File: src/rtl/rldram_stream_pkg.sv
// Shared definitions for the rldram_stream command path: arbiter states,
// direction encoding and default address width.
package rldram_stream_pkg;

  localparam int ADDR_WIDTH_DEF = 24;

  localparam logic DIR_WRITE = 1'b0;
  localparam logic DIR_READ  = 1'b1;

  typedef enum logic [1:0] {
    IDLE  = 2'd0,
    WRITE = 2'd1,
    READ  = 2'd2,
    TURN  = 2'd3
  } arb_state_e;

  function automatic arb_state_e dir_state(input logic dir);
    if (dir == DIR_READ) begin
      return READ;
    end else begin
      return WRITE;
    end
  endfunction

endpackage

File: src/rtl/rldram_turn_timer.sv
// Loadable down-counter timing the bus-turnaround gap; done is high once
// TURN_CYCLES cycles have elapsed since load (counting the first one).
module rldram_turn_timer #(
  parameter int TURN_CYCLES = 2
) (
  input  logic axi_aclk,
  input  logic axi_resetn,
  input  logic load,
  output logic done
);

  localparam int CW = (TURN_CYCLES > 1) ? $clog2(TURN_CYCLES) : 1;
  localparam logic [CW-1:0] LOAD_VAL = CW'(TURN_CYCLES - 1);

  logic [CW-1:0] cnt_r;

  // Down-counter: reload on TURN entry, otherwise count toward zero.
  always_ff @(posedge axi_aclk or negedge axi_resetn) begin
    if (!axi_resetn) begin
      cnt_r <= {CW{1'b0}};
    end else if (load) begin
      cnt_r <= LOAD_VAL;
    end else if (cnt_r != {CW{1'b0}}) begin
      cnt_r <= cnt_r - CW'(1);
    end else begin
      cnt_r <= cnt_r;
    end
  end

  assign done = (cnt_r == {CW{1'b0}});

endmodule

File: src/rtl/rldram_cmd_arbiter.sv
// Direction-batching arbiter sharing the RLDRAM command port between the
// packet-store writer and the packet-fetch reader.
module rldram_cmd_arbiter
  import rldram_stream_pkg::*;
#(
  parameter int ADDR_WIDTH  = ADDR_WIDTH_DEF,
  parameter int MAX_BURST   = 8,
  parameter int TURN_CYCLES = 2,
  parameter int CNT_WIDTH   = 32
) (
  input  logic                  axi_aclk,
  input  logic                  axi_resetn,
  input  logic                  arb_enable,
  input  logic                  wr_cmd_valid,
  input  logic [ADDR_WIDTH-1:0] wr_cmd_addr,
  output logic                  wr_cmd_ready,
  input  logic                  rd_cmd_valid,
  input  logic [ADDR_WIDTH-1:0] rd_cmd_addr,
  output logic                  rd_cmd_ready,
  output logic                  mem_cmd_valid,
  output logic                  mem_cmd_rnw,
  output logic [ADDR_WIDTH-1:0] mem_cmd_addr,
  input  logic                  mem_cmd_ready,
  output logic                  cur_dir,
  output logic [CNT_WIDTH-1:0]  turn_count,
  output logic [CNT_WIDTH-1:0]  cmd_count
);

  localparam int BW = $clog2(MAX_BURST + 1);
  localparam logic [BW-1:0] BURST_MAX = BW'(MAX_BURST);

  arb_state_e     state_r, state_s;
  logic           last_dir_r, last_dir_s;
  logic           est_r, est_s;
  logic [BW-1:0]  burst_r, burst_s, burst_inc_s;
  logic [CNT_WIDTH-1:0] turn_cnt_r, cmd_cnt_r;
  logic           accept_s, own_v_s, oth_v_s, full_s, tgt_s;
  logic           turn_load_s, turn_done_s;

  rldram_turn_timer #(.TURN_CYCLES(TURN_CYCLES)) u_turn_timer (
    .axi_aclk   (axi_aclk),
    .axi_resetn (axi_resetn),
    .load       (turn_load_s),
    .done       (turn_done_s)
  );

  // Next-state, pass-through muxing and burst bookkeeping.
  always_comb begin
    state_s       = state_r;
    last_dir_s    = last_dir_r;
    est_s         = est_r;
    burst_s       = burst_r;
    turn_load_s   = 1'b0;
    accept_s      = 1'b0;
    own_v_s       = 1'b0;
    oth_v_s       = 1'b0;
    full_s        = 1'b0;
    tgt_s         = last_dir_r;
    burst_inc_s   = burst_r + BW'(1);
    mem_cmd_valid = 1'b0;
    mem_cmd_rnw   = 1'b0;
    mem_cmd_addr  = {ADDR_WIDTH{1'b0}};
    wr_cmd_ready  = 1'b0;
    rd_cmd_ready  = 1'b0;
    case (state_r)
      IDLE: begin
        if (arb_enable && (wr_cmd_valid || rd_cmd_valid)) begin
          if (wr_cmd_valid && rd_cmd_valid) begin
            tgt_s = ~last_dir_r;
          end else begin
            tgt_s = rd_cmd_valid;
          end
          last_dir_s = tgt_s;
          est_s      = 1'b1;
          // No turnaround is owed until the bus has carried a command.
          if (!est_r || (tgt_s == last_dir_r)) begin
            state_s = dir_state(tgt_s);
          end else begin
            state_s     = TURN;
            turn_load_s = 1'b1;
          end
        end else begin
          state_s = IDLE;
        end
      end
      WRITE, READ: begin
        if (state_r == READ) begin
          own_v_s      = rd_cmd_valid;
          oth_v_s      = wr_cmd_valid;
          mem_cmd_addr = rd_cmd_addr;
          mem_cmd_rnw  = 1'b1;
          rd_cmd_ready = mem_cmd_ready;
          tgt_s        = DIR_WRITE;
        end else begin
          own_v_s      = wr_cmd_valid;
          oth_v_s      = rd_cmd_valid;
          mem_cmd_addr = wr_cmd_addr;
          mem_cmd_rnw  = 1'b0;
          wr_cmd_ready = mem_cmd_ready;
          tgt_s        = DIR_READ;
        end
        mem_cmd_valid = own_v_s;
        accept_s      = own_v_s && mem_cmd_ready;
        full_s        = accept_s && (burst_inc_s == BURST_MAX);
        if (own_v_s && !mem_cmd_ready) begin
          state_s = state_r;
        end else if ((!own_v_s && !oth_v_s) || !arb_enable) begin
          state_s = IDLE;
          burst_s = {BW{1'b0}};
        end else if ((full_s && oth_v_s) || (!own_v_s && oth_v_s)) begin
          state_s     = TURN;
          last_dir_s  = tgt_s;
          turn_load_s = 1'b1;
          burst_s     = {BW{1'b0}};
        end else if (full_s) begin
          burst_s = {BW{1'b0}};
        end else begin
          burst_s = burst_inc_s;
        end
      end
      TURN: begin
        if (!turn_done_s) begin
          state_s = TURN;
        end else if (arb_enable) begin
          state_s = dir_state(last_dir_r);
        end else begin
          state_s = IDLE;
        end
      end
      default: begin
        state_s = IDLE;
      end
    endcase
  end

  // FSM and direction state registers.
  always_ff @(posedge axi_aclk or negedge axi_resetn) begin
    if (!axi_resetn) begin
      state_r    <= IDLE;
      last_dir_r <= DIR_READ;
      est_r      <= 1'b0;
      burst_r    <= {BW{1'b0}};
    end else begin
      state_r    <= state_s;
      last_dir_r <= last_dir_s;
      est_r      <= est_s;
      burst_r    <= burst_s;
    end
  end

  // Wrapping statistics counters.
  always_ff @(posedge axi_aclk or negedge axi_resetn) begin
    if (!axi_resetn) begin
      turn_cnt_r <= {CNT_WIDTH{1'b0}};
      cmd_cnt_r  <= {CNT_WIDTH{1'b0}};
    end else begin
      turn_cnt_r <= turn_load_s ? turn_cnt_r + CNT_WIDTH'(1) : turn_cnt_r;
      cmd_cnt_r  <= accept_s ? cmd_cnt_r + CNT_WIDTH'(1) : cmd_cnt_r;
    end
  end

  assign cur_dir    = last_dir_r;
  assign turn_count = turn_cnt_r;
  assign cmd_count  = cmd_cnt_r;

endmodule
File: config.mk
export PLATFORM = sky130hd
export DESIGN_NAME = rldram_cmd_arbiter
export DESIGN_NICKNAME = d
export VERILOG_FILES = /design/src/rtl/rldram_stream_pkg.sv /design/src/rtl/rldram_turn_timer.sv /design/src/rtl/rldram_cmd_arbiter.sv
export SDC_FILE = /design/constraint.sdc
export NUM_CORES = 1
export LEC_CHECK = 0
export ABC_AREA = 1
export CAP_MARGIN = 40
export CORE_AREA = 2 2 107 109
export CTS_CLUSTER_DIAMETER = 100
export DETAILED_ROUTE_END_ITERATION = 10
export DIE_AREA = 0 0 109 111
export PLACE_DENSITY = 0.8
export SETUP_SLACK_MARGIN = 0.2
export SYNTH_ARGS = -nofsm -noshare
export SYNTH_HDL_FRONTEND = slang
export SYNTH_SLANG_ARGS = --single-unit
File: constraint.sdc
create_clock -name axi_aclk -period 2.5 [get_ports axi_aclk]
set_input_delay 0.375 -clock axi_aclk [delete_from_list [all_inputs] [get_ports axi_aclk]]
set_output_delay 0.375 -clock axi_aclk [all_outputs]
set_load 0.01 [all_outputs]
Word-level counts from Yosys, hierarchy flattened
Cells that the tools add are included.
Storage, ports and cells
  register bits after elaboration: 73
  input port bits: 54
  output and inout port bits: 93
  word-level logic and storage cells: 91
Operators by class
  $add $sub $neg: 4
  equality and inequality tests: 10
  muxes and demuxes: 44
  bitwise logic cells: 2
  reduce and logical (&&, ||, !) cells: 24
Operators with widths (count)
  $add 32x1->32 const B: 2
  $mux 24: 2
  $mux 1: 27
  $mux 2: 9
  $mux 4: 3
  $logic_and 1x1->1: 8
  $ne 2x2->1 const B: 4
  $pmux 2 s3: 1
  $reduce_and 2->1: 3
  $logic_not 1->1: 5
  $reduce_and 5->1: 1
  $add 4x1->4 const B: 1
  $eq 2x2->1 const B: 2
  $eq 4x4->1 const B: 1
  $logic_or 1x1->1: 4
  $pmux 1 s2: 2
  $ne 3x3->1 const B: 1
  $eq 2x1->1 const B: 1
  $logic_not 2->1: 1
  $not 1->1: 2
  $reduce_bool 2->1: 1
  $reduce_or 2->1: 1
  $eq 1x1->1: 1
  $sub 1x1->1 const B: 1

Logic depth before layout (Yosys ltp)
  word-level depth: 12
  depth in mapped cells: 14
  gate-level depth less buffers: 13

Hierarchy
A second synthesis with hierarchy kept.
Second synthesis, totals
  cells, all modules: 799
  area total of the unflattened synthesis: 5152.4 um^2
Modules (own cells, without submodules)
  rldram_cmd_arbiter: times used 1, cells each 797, area each 5123.7 um^2, sequential area each 1803.0 um^2
  rldram_turn_timer: times used 1, cells each 2, area each 28.8 um^2, sequential area each 25.0 um^2

Least setup slack after synthesis
Ideal clock, no wire load.
  path kind: reg2out
  from: register state_r[1]
  to: output mem_cmd_addr[10]
  arrival time: 1481 ps
  required time: 2125 ps
  path slack: 644 ps
  cell stages (with the launch flop): 7
  buffers on the path: 2
  cell sequence: dfrtp_1 -> inv_1 -> ha_1 -> clkbuf_1 -> clkbuf_1 -> o21ai_0 -> nor2_1
On the way
  word-level cells in the longest chain between the ends: 3
  elaborated cells between the ends (all ways): 5
  those cells by class: 2 x eq/ne; 2 x mux; 1 x reduce/logical
RTL lines
  start: declaration: line rldram_cmd_arbiter.sv:32  | arb_state_e state_r, state_s;
  start signal: assignment: line rldram_cmd_arbiter.sv:144  | state_r <= state_s;
  $eq 2x2->1 / $eq 2x1->1 (equally long branches): line rldram_cmd_arbiter.sv:65, rldram_cmd_arbiter.sv:87
  $mux 24 / $reduce_or 2->1 (equally long branches): line rldram_cmd_arbiter.sv:87, rldram_cmd_arbiter.sv:65
  $mux 24 *: line rldram_cmd_arbiter.sv:65  | case (state_r)
  end: declaration: line rldram_cmd_arbiter.sv:22  | output logic [ADDR_WIDTH-1:0] mem_cmd_addr,
Every way passes the cells marked *; elsewhere a longest branch is shown, timed or not.

Worst setup path in the final report
  from: register state_r[0]
  to: output mem_cmd_addr[12]
The elaborated chain is that of the path after synthesis.

==> results.json <==
{
  "die_h_um": 111,
  "synth_top_area_share_pct": 34.60,
  "initial_utilization_pct": 47.01,
  "yosys-top-cells-count": "331 x nand2_1, 138 x nor2_1, 72 x dfrtp_1",
  "via_per_inst": 5.108,
  "drt_iter0_drc": 295,
  "dp_cells": 1099,
  "grt_pass1_vias": 5360,
  "slew-limit-headroom_pct": 67.19,
  "clock_skew_ns": 0.007110,
  "core_mm2": 0.01108,
  "synth_edf_count": 0,
  "die_w_um": 109,
  "synth_most_common_cell": "nand2_1",
  "maxCapViolCount": 0,
  "critPathMaxStageDelay_ns": 0.55,
  "dpl_cell_area_mm2": 0.006823,
  "dp_slack_ns": 0.2799,
  "wire_per_inst_um": 13.67,
  "worstSetupPathType": "flip-flop to output port",
  "num_vias": 5711,
  "wl_um": 15280,
  "fin_util_pct": 64.92,
  "slew_violations": 0,
  "first_pass_iters": 5,
  "cts_buffers": 9,
  "cts_num_sinks": 73,
  "syn_inst": 821,
  "yosys-top-cells-area": "dfrtp_1 35%, nand2_1 24%, nor2_1 9.9%, nand3_1 5.5%, inv_1 3.9%",
  "period_share_pct": 96.35,
  "tightest_slew_ns": 0.4884,
  "grt_overflow": 0,
  "hold_depth": 2,
  "slowest_stage": "clkdlybuf4s50_1",
  "cellPowerDensity_mw_per_mm2": 697.7,
  "io_pins": 147,
  "p_total_mw": 5.017,
  "synth.distinct_cells": 29,
  "finalCriticalPeriod_ns": 2.409,
  "start_kind": "flip-flop",
  "fin_setup_tns_ns": 0,
  "synth_ff_type": "dfrtp_1",
  "outcome": "complete, no violations",
  "fin_ws_ns": 0.09132,
  "root_buffer": "clkbuf_16",
  "cts_max_level": 3,
  "num_rows": 39,
  "holdWs_ns": 0.4947,
  "ant_nets": 0,
  "rsz0062_at_grt": "true",
  "fin_area_mm2": 0.007191,
  "dieArea_mm2": 0.01210,
  "hpwl_um": 11650,
  "synth_nets": 882,
  "clk_pin_slew_ns": 0.06,
  "grt_pass1_wl_um": 25500,
  "ir_worst_vdd_uv": 493.4,
  "fin_cells": 1118,
  "io_buffer_count": 146,
  "grt_max_degree": 42,
  "yosys_warnings": 0,
  "ys_seq_elements": 73,
  "critPathRequiredTime_ns": 2.12,
  "hp-class": "flip-flop to flip-flop",
  "r2r_cells": 10,
  "setup_viol": 0,
  "ys_seq_area_share_pct": 35.10,
  "synth_area_per_cell_um2": 6.343,
  "clk_latency_ns": 0.33,
  "end_kind": "output port",
  "fin_nets": 1031,
  "critPathMaxFanout": 13,
  "leakagePower_nw": 3.379,
  "yosysTopAreaCell": "dfrtp_1",
  "tritoncts": "done",
  "worstPathCellList": "inv_2, ha_1, buf_4, o21ai_0, nor2_1, clkdlybuf4s50_1",
  "cts_buffer_depth": 2,
  "antenna_found_initial": 0,
  "max_freq_ghz": 0.4152,
  "synthArstFlopShare_pct": 100.0,
  "diodes": 0,
  "synth_area_mm2": 0.005207,
  "globalplace.congestion": 0.9905,
  "area_growth_pct": 38.08,
  "grt_use_total_pct": 26.30,
  "drc_errors": 0,
  "drive_above_1_share_pct": 5.436,
  "finalHoldViolations": 0,
  "arrival_ns": 2.03
}
## final timing paths
check | start | end | slack, ns
worst min register to register | cur_dir | cur_dir | 0.49
min in group asynchronous | axi_resetn | turn_count[13] | 0.52
worst min-delay path | cur_dir | cur_dir | 0.49
worst max-delay path | state_r[0] | mem_cmd_addr[12] | 0.09
max in group asynchronous | axi_resetn | cur_dir | 1.36
worst max register to register | state_r[0] | cmd_count[11] | 0.42
## logic make-up (layout without fill, tap and decap cells)
kind of cell	after synthesis	after routing	synth area share, %
buffers and inverters	81	235	6.607
AO/OA/AOI/OAI	45	45	4.373
AND/OR/NAND/NOR	586	586	47.36
flip-flops	73	73	35.10
XOR/XNOR	29	29	4.877
adder cells (fa/ha/maj)	7	7	1.682
## cell type report
class                   count  area (um^2)
clock buffers              12        256.5
clock inverters             4        51.30
fillers                  1028         3886
inverters                  61        231.5
multi-input cells         667         3048
flip-flops and latches     73         1828
well taps                 143        178.9
repair buffers            158         1597
## state kept, by name, summed over array words and instances, names as in the netlist
| name | count |
|---|---|
| cmd_count | 32 |
| turn_count | 32 |
| burst_r | 4 |
| u_turn_timer.cnt_r | 1 |
| cur_dir | 1 |
| est_r | 1 |
| state_r | 2 |
## report_power, final
part | total, mW | internal [mW] | leakage [nW] | switching (mW)
logic | 2.15 | 0.957 | 2.25 | 1.19
clock network | 1.33 | 0.828 | 0.149 | 0.501
registers | 1.54 | 1.34 | 0.976 | 0.206
## placed cells by master, fill, tap and decap left out, types with 2 or more instances in the layout
cell type and n:
dlymetal6s2s_1 3, buf_4 7, ha_1 6, o21ai_0 38, dlygate4sd2_1 13, inv_1 53, nand2_4 3, inv_2 5
buf_12 4, dfrtp_1 72, clkinv_1 2, nand3b_1 19, clkbuf_8 2, xnor2_1 7, o21ai_1 3, nor2_1 138
clkdlybuf4s50_1 129, nor2_4 3, nand2_1 331, nand3_1 57, nor2_2 4, nor3_1 16, nand2_2 5, clkbuf_16 9
xor2_1 22, nand3_2 2, a21oi_1 3, nand4_1 6
## critical path: cells and delay by family, from the launching register on
kind                     cells  cell delay (ns)
AO/OA/AOI/OAI                1             0.09
adder cells (fa/ha/maj)      1             0.31
flip-flops                   1             0.38
AND/OR/NAND/NOR              1             0.09
buffers and inverters        3             0.82
## timing repair
| item | 4_1_cts | 5_1_grt |
|---|---|---|
| setup buffers | 2 | 0 |
| resized for setup | 19 | 5 |
| pin swaps | 0 | 0 |
| endpoints found under the setup margin | 27 | 15 |
| hold buffers | 1 | 0 |
| endpoints found under the hold margin | 5 | 0 |
## layer usage
metal / global-route usage (%) / part of all wire, % / routed length, um
met1: 34.49 / 43 / 6617
met2: 43.64 / 49 / 7525
met3: 3.527 / 4.7 / 711
met4: 10.09 / 2.8 / 427
met5: 0 / 0 / 0
(Power assumes the default switching activity.)
